`config.mk`:
```
export PLATFORM = sky130hd
export DESIGN_NAME = mem_port_arbiter
export DESIGN_NICKNAME = d
export VERILOG_FILES = /design/src/rtl/mem_port_arbiter.sv
export SDC_FILE = /design/constraint.sdc
export NUM_CORES = 1
export LEC_CHECK = 0
export BUFFER_PORTS_ARGS = -buffer_cell sky130_fd_sc_hd__buf_4
export CAP_MARGIN = 0
export CELL_PAD_IN_SITES_DETAIL_PLACEMENT = 1
export CELL_PAD_IN_SITES_GLOBAL_PLACEMENT = 1
export CORE_UTILIZATION = 38
export CTS_CLUSTER_DIAMETER = 150
export DETAILED_ROUTE_END_ITERATION = 7
export PLACE_DENSITY = 0.91
export SLEW_MARGIN = 5
export SYNTH_ARGS = -nofsm -noshare
export SYNTH_HDL_FRONTEND = slang
export SYNTH_SLANG_ARGS = --single-unit
```
`constraint.sdc`:
```
create_clock -name clk -period 4.9 [get_ports clk]
set_input_delay 0.98 -clock clk [delete_from_list [all_inputs] [get_ports clk]]
set_output_delay 0.98 -clock clk [all_outputs]
set_load 0.01 [all_outputs]
```
`src/rtl/mem_port_arbiter.sv`:
```
// Two-requester (instruction fetch / data) arbiter onto a single memory port,
// with bounded data priority so a waiting fetch cannot starve indefinitely.
module mem_port_arbiter #(
  parameter int unsigned STARVE_LIMIT = 4
) (
  input  logic        clk,
  input  logic        rst_n,
  input  logic        if_req,
  input  logic [31:0] if_addr,
  output logic        if_ack,
  output logic [31:0] if_rdata,
  input  logic        d_req,
  input  logic        d_we,
  input  logic [31:0] d_addr,
  input  logic [31:0] d_wdata,
  output logic        d_ack,
  output logic [31:0] d_rdata,
  output logic        mem_en,
  output logic        mem_we,
  output logic [31:0] mem_addr,
  output logic [31:0] mem_wdata,
  input  logic [31:0] mem_rdata,
  input  logic        mem_ready,
  output logic        busy,
  output logic        grant_id,
  output logic        addr_err
);

  typedef enum logic [1:0] {IDLE, IF_ACC, D_ACC} state_t;

  localparam logic [2:0] LIMIT = 3'(STARVE_LIMIT);

  state_t      state, state_nx;
  logic [2:0]  starve_cnt, starve_nx;

  logic        if_ack_nx, d_ack_nx, mem_en_nx, mem_we_nx, busy_nx;
  logic        grant_id_nx, addr_err_nx;
  logic [31:0] if_rdata_nx, d_rdata_nx, mem_addr_nx, mem_wdata_nx;

  logic        d_wins, grant_d, grant_if, done;

  // Priority is decided on the raw requests; a requester whose ack is high is
  // masked afterwards, so masking data never hands its winning slot to fetch.
  assign d_wins   = d_req & (~if_req | (starve_cnt < LIMIT));
  assign grant_d  = (state == IDLE) & d_wins & ~d_ack;
  assign grant_if = (state == IDLE) & ~d_wins & if_req & ~if_ack;
  assign done     = (state != IDLE) & mem_ready;

  always_ff @(posedge clk or negedge rst_n) begin
    if (!rst_n) begin
      state      <= IDLE;
      starve_cnt <= '0;
      if_ack     <= 1'b0;
      d_ack      <= 1'b0;
      if_rdata   <= '0;
      d_rdata    <= '0;
      mem_en     <= 1'b0;
      mem_we     <= 1'b0;
      mem_addr   <= '0;
      mem_wdata  <= '0;
      busy       <= 1'b0;
      grant_id   <= 1'b0;
      addr_err   <= 1'b0;
    end else begin
      state      <= state_nx;
      starve_cnt <= starve_nx;
      if_ack     <= if_ack_nx;
      d_ack      <= d_ack_nx;
      if_rdata   <= if_rdata_nx;
      d_rdata    <= d_rdata_nx;
      mem_en     <= mem_en_nx;
      mem_we     <= mem_we_nx;
      mem_addr   <= mem_addr_nx;
      mem_wdata  <= mem_wdata_nx;
      busy       <= busy_nx;
      grant_id   <= grant_id_nx;
      addr_err   <= addr_err_nx;
    end
  end

  always_comb begin
    state_nx  = state;
    starve_nx = starve_cnt;
    unique case (state)
      IDLE: begin
        if (grant_d)       state_nx = D_ACC;
        else if (grant_if) state_nx = IF_ACC;
      end
      IF_ACC, D_ACC: begin
        if (mem_ready) state_nx = IDLE;
      end
      default: state_nx = IDLE;
    endcase
    if (grant_if)
      starve_nx = '0;
    else if (grant_d && if_req && (starve_cnt < LIMIT))
      starve_nx = starve_cnt + 3'd1;
  end

  always_comb begin
    if_ack_nx    = 1'b0;
    d_ack_nx     = 1'b0;
    if_rdata_nx  = if_rdata;
    d_rdata_nx   = d_rdata;
    mem_en_nx    = mem_en;
    mem_we_nx    = mem_we;
    mem_addr_nx  = mem_addr;
    mem_wdata_nx = mem_wdata;
    busy_nx      = busy;
    grant_id_nx  = grant_id;
    addr_err_nx  = addr_err;
    if (grant_d) begin
      mem_en_nx    = 1'b1;
      busy_nx      = 1'b1;
      grant_id_nx  = 1'b1;
      mem_we_nx    = d_we;
      mem_addr_nx  = {d_addr[31:2], 2'b00};
      mem_wdata_nx = d_we ? d_wdata : '0;
      addr_err_nx  = addr_err | (|d_addr[1:0]);
    end else if (grant_if) begin
      mem_en_nx    = 1'b1;
      busy_nx      = 1'b1;
      grant_id_nx  = 1'b0;
      mem_we_nx    = 1'b0;
      mem_addr_nx  = {if_addr[31:2], 2'b00};
      mem_wdata_nx = '0;
      addr_err_nx  = addr_err | (|if_addr[1:0]);
    end else if (done) begin
      mem_en_nx = 1'b0;
      mem_we_nx = 1'b0;
      busy_nx   = 1'b0;
      if (state == IF_ACC) begin
        if_ack_nx   = 1'b1;
        if_rdata_nx = mem_rdata;
      end else begin
        d_ack_nx = 1'b1;
        if (!mem_we) d_rdata_nx = mem_rdata;
      end
    end
  end

endmodule

```
# --- Word level (Yosys, flattened, before mapping) ---
# Index checks and enable logic that the tools add are counted.
op_classes:
  addsub: 1
  order_cmp: 1
  eq_ne: 4
  mux: 28
  n_bitwise: 18
  n_reduce_logical: 13
ops:
  columns: ["operator", "count"]
  rows:
  - ["$mux 32", 5]
  - ["$mux 1", 17]
  - ["$not 1->1", 8]
  - ["$and 1x1->1", 7]
  - ["$mux 2", 3]
  - ["$mux 3", 2]
  - ["$reduce_bool 2->1", 3]
  - ["$reduce_or 2->1", 3]
  - ["$reduce_and 5->1", 1]
  - ["$pmux 2 s2", 1]
  - ["$reduce_and 4->1", 1]
  - ["$add 3x1->3 const B", 1]
  - ["$lt 3x3->1 const B", 1]
  - ["$ne 3x3->1 const B", 1]
  - ["$or 1x1->1", 3]
  - ["$reduce_bool 3->1", 1]
  - ["$eq 2x1->1 const B", 1]
  - ["$eq 2x2->1 const B", 1]
  - ["$logic_and 1x1->1", 2]
  - ["$logic_not 2->1", 1]
  - ["$ne 2x2->1 const B", 1]
  - ["$reduce_and 2->1", 1]
totals:
  regBits: 139
  in_bits: 134
  out_inout_bits: 135

# --- Depth between registers and ports, before layout ---
depth:
  depth_word: 10
  ltp_mapped: 8
  depth_no_buf: 6

# --- Worst setup path before layout ---
# Ideal clock, no wire load.
synth_timing:
  kind: "input to register"
  from: "input d_req"
  to: "register mem_addr[10]"
  setup_ns: 0.133
  arrival_ns: 1.945
  required_time_ns: 4.767
  slack_ns: 2.823
  cell_stages: 6
  path_buffers: 2
  path_cell_list: "nor2b_1 or4_4 buf_6 buf_6 o22ai_2 a21oi_1"
synth_via:
  elab_chain_cells: 6
synth_rtl:
  columns: ["item", "line", "rtl"]
  rows:
  - ["start: declaration", "12", "input logic d_req,"]
  - ["$and 1x1->1 (*)", "44", "assign d_wins = d_req & (~if_req | (starve_cnt < LIMIT));"]
  - ["$not 1->1", "46", "assign grant_if = (state == IDLE) & ~d_wins & if_req & ~if_ack;"]
  - ["$and 1x1->1 (3 in a row)", "46", null]
  - ["$reduce_bool 2->1 (no source line)", null, null]
  - ["end signal: assignment", "73", "mem_addr <= mem_addr_nx;"]
  - ["end: declaration", "20", "output logic [31:0] mem_addr,"]
# Mark *: on every way between the ends. The rest lies on a longest branch, timed or not.
# A chain may end at the register's enable or synchronous reset.

# --- Final worst setup path ---
layout_timing:
  from: "register state[1]"
  to: "register mem_wdata[8]"
layout_via:
  elab_chain_cells: 5
layout_rtl:
  columns: ["item", "line", "rtl"]
  rows:
  - ["start: declaration", "33", "state_t state, state_nx;"]
  - ["start signal: assignment", "65", "state <= state_nx;"]
  - ["$logic_not 2->1 (*)", "45, 46", null]
  - ["$and 1x1->1 (3 in a row)", "46", null]
  - ["$reduce_bool 2->1 (no source line)", null, null]
  - ["end signal: assignment", "74", "mem_wdata <= mem_wdata_nx;"]
  - ["end: declaration", "21", "output logic [31:0] mem_wdata,"]
# Marks and branches as above.

==> flow_summary.yaml <==
timing:
  max_freq_mhz: 372.9
  hold_viol_final: 0
  finalSetupViolations: 0
  slew_violations: 0
  min_period_over_period: 0.5473
  rsz0062_at_grt: "false"
  skew_ns: 0.006951
  fin_crit_ns: 2.682
  worst_slew_pin_slew_ns: 1.174
  slew_headroom: 0.2176
  tns_ns: 0
clock_network:
  cts_setup_buffers: 0
  hold_buffers: 0
  cts-buffers-inserted: 17
  cts_tree: "yes"
  htreeDepth: 4
  cts_root_buf: "clkbuf_16"
  clkLatencyLatePin_ns: 0.41
  cts_resized: 0
  cts_max_path_buffers: 2
  path_clk_slew_ns: 0.06
  cts.sinks: 137
min_path:
  hold_path.class: "reg -> reg"
  hp-start: "d_rdata[7]$_DFFE_PN0P_"
placement:
  portBuffers: 266
  postPlaceCellArea_um2: 7625
  hpwl_um: 12150
  place.gp.congestion: 0.8086
final_layout:
  seq_area_um2: 3428
  design_area_um2: 8267
  fin_nets: 795
  num_antenna_cells: 0
  multi_input_area_um2: 1809
  drive_above_1_share: 0.5776
  final_util: 0.5887
  fillers: 1424
  area_delta_synth_final_pct: 49.65
global_route:
  top_usage_layer: "met2"
  grt_pass1_vias: 4825
  grt_pass1_wl_um: 26160
  grt_antenna_before_repair: 0
  grt.overflow.total: 0
  grt_use_met2: 0.4291
  grt_util_met3: 0.08783
  grtUsageTotal: 0.2370
  met1_usage: 0.2461
  grt_max_degree: 100
synthesis:
  synth_ff_type: "dfrtp_1"
  ys_ff_latch: 137
  synth_area_um2: 5524
  netlist_instances: 397
  ys_top_cells_by_area: "dfrtp_1 62%, mux2_2 10%, o22ai_2 6.6%, a22o_1 5.2%, a21oi_1 3.1%"
  synth-edff-count: 0
  synth.most_common_cell: "dfrtp_1"
  syn_avg_cell_area_um2: 13.91
  seq_area_frac_synth: 0.6206
  yosysTopAreaCellShare: 0.6206
  async_flop_share: 1.000
  yosysUniqueCellTypes: 34
  ys_top_cells_by_count: "137 x dfrtp_1, 50 x mux2_2, 34 x a21oi_1, 34 x inv_1, 33 x a22o_1"
  yosysTopAreaCell: "dfrtp_1"
  yosysWarningCount: 0
critical_path:
  required_ns: 5.24
  critPathArrivalTime_ns: 3.02
  cp_max_fo: 33
  crit_path_end_kind: "flip-flop"
  startpoint_type: "flip-flop"
  crit_type: "reg -> reg"
  critPathLaunch: "state[1]$_DFFE_PN0P_"
  worstPathCellList: "inv_1 > ha_1 > inv_2 > a2111oi_2 > and2_1 > a22o_1"
  cp_slowest_stage_delay_ns: 0.99
  cpLargestDelayFamily: "simple AND/OR/NAND/NOR gates"
  reg2reg_from: "state[1]$_DFFE_PN0P_"
  crit_slowest_cell: "and2_1"
  path_buf_inv: 2
pwr:
  power_density_nw_per_um2: 709.6
  p_leak_nw: 4.129
  ir_worst_vdd_mv: 0.3642
die:
  io_pins: 269
  core_um2: 14040
  die_area_um2: 15020
  row_count: 43
  die_h_um: 122.6
  initial_core_util: 0.3934
  die_w_um: 122.6
routing:
  route.detailed.drc: 0
  firstDrtPassIters: 4
  drt_iter0_markers: 145
  final_antenna_net_count: 0
  vias: 4266
  vias_per_cell: 5.019
  finalWirelength_um: 17080
  post_drt_wl_per_cell_um: 20.09
status:
  outcome: "complete, no violations"
run:
  maxCapViolCount: 0
kinds of logic after synthesis:
group	after synthesis	synth area share
compound gates	107	0.1640
fa+ha+maj	3	0.006796
buf+inv	65	0.05685
flops	137	0.6206
mux	64	0.1305
other cells	1	0.0006789
simple gates	20	0.02061
layer usage:
layer / share of wire / routed length [um]
met3: 0.090 / 1529
met2: 0.54 / 9145
met5: 0 / 0
met1: 0.36 / 6082
met4: 0.019 / 320
state kept, by name (all words and copies together) (netlist names):
signal	flops
d_ack	1
mem_wdata	32
state	2
if_ack	1
mem_addr	30
if_rdata	32
addr_err	1
grant_id	1
busy	1
mem_we	1
d_rdata	32
starve_cnt	3
final timing paths:
path	slack [ns]	depth (start not counted)	endpoint
setup reg to reg	2.22	6	mem_wdata[8]$_DFFE_PN0P_
hold / removal	0.49	1	d_rdata[7]$_DFFE_PN0P_
setup / recovery	2.22	6	mem_wdata[8]$_DFFE_PN0P_
max in group asynchronous	3.14	2	d_rdata[3]$_DFFE_PN0P_
hold reg to reg	0.49	1	d_rdata[7]$_DFFE_PN0P_
min in group asynchronous	0.65	1	if_rdata[25]$_DFFE_PN0P_
metrics by stage:
step           worst slack, ns  hold WS (ns)  power, mW  cells
2_1_floorplan            2.823        0.4658      3.191    398
3_3_place_gp             2.106        0.4650      4.321    819
3_5_place_dp             1.873        0.4760      4.484    819
4_1_cts                  2.176        0.4932      5.949    850
5_1_grt                  2.020        0.5142      6.196    850
6_report                 2.218        0.4913      5.866    850
cells in the final DEF (no fill, tap or decap), types with 3 or more instances in the layout:
master and instances:
clkinvlp_4 3, bufinv_16 5, inv_2 3, buf_4 268, inv_1 34, dfrtp_1 137
mux2_2 50, ha_1 3, a21oi_1 34, o21ai_0 3, nand2_1 6, clkbuf_16 17
mux2_1 14, o22ai_2 29, a22o_1 33
power by group:
| group | internal, mW | switching, mW |
|---|---|---|
| logic | 1.26 | 1.16 |
| clock network | 0.915 | 0.474 |
| registers | 1.69 | 0.358 |
cell type report:
class,count,share of cell area
clock inverter,11,0.02361
multi-input combinational,196,0.2189
clock buffer,20,0.05403
inverter,37,0.01680
tap,180,0.02724
timing repair buffer,269,0.2447
sequential,137,0.4147
No activity file was read; power rests on OpenSTA's default activity.
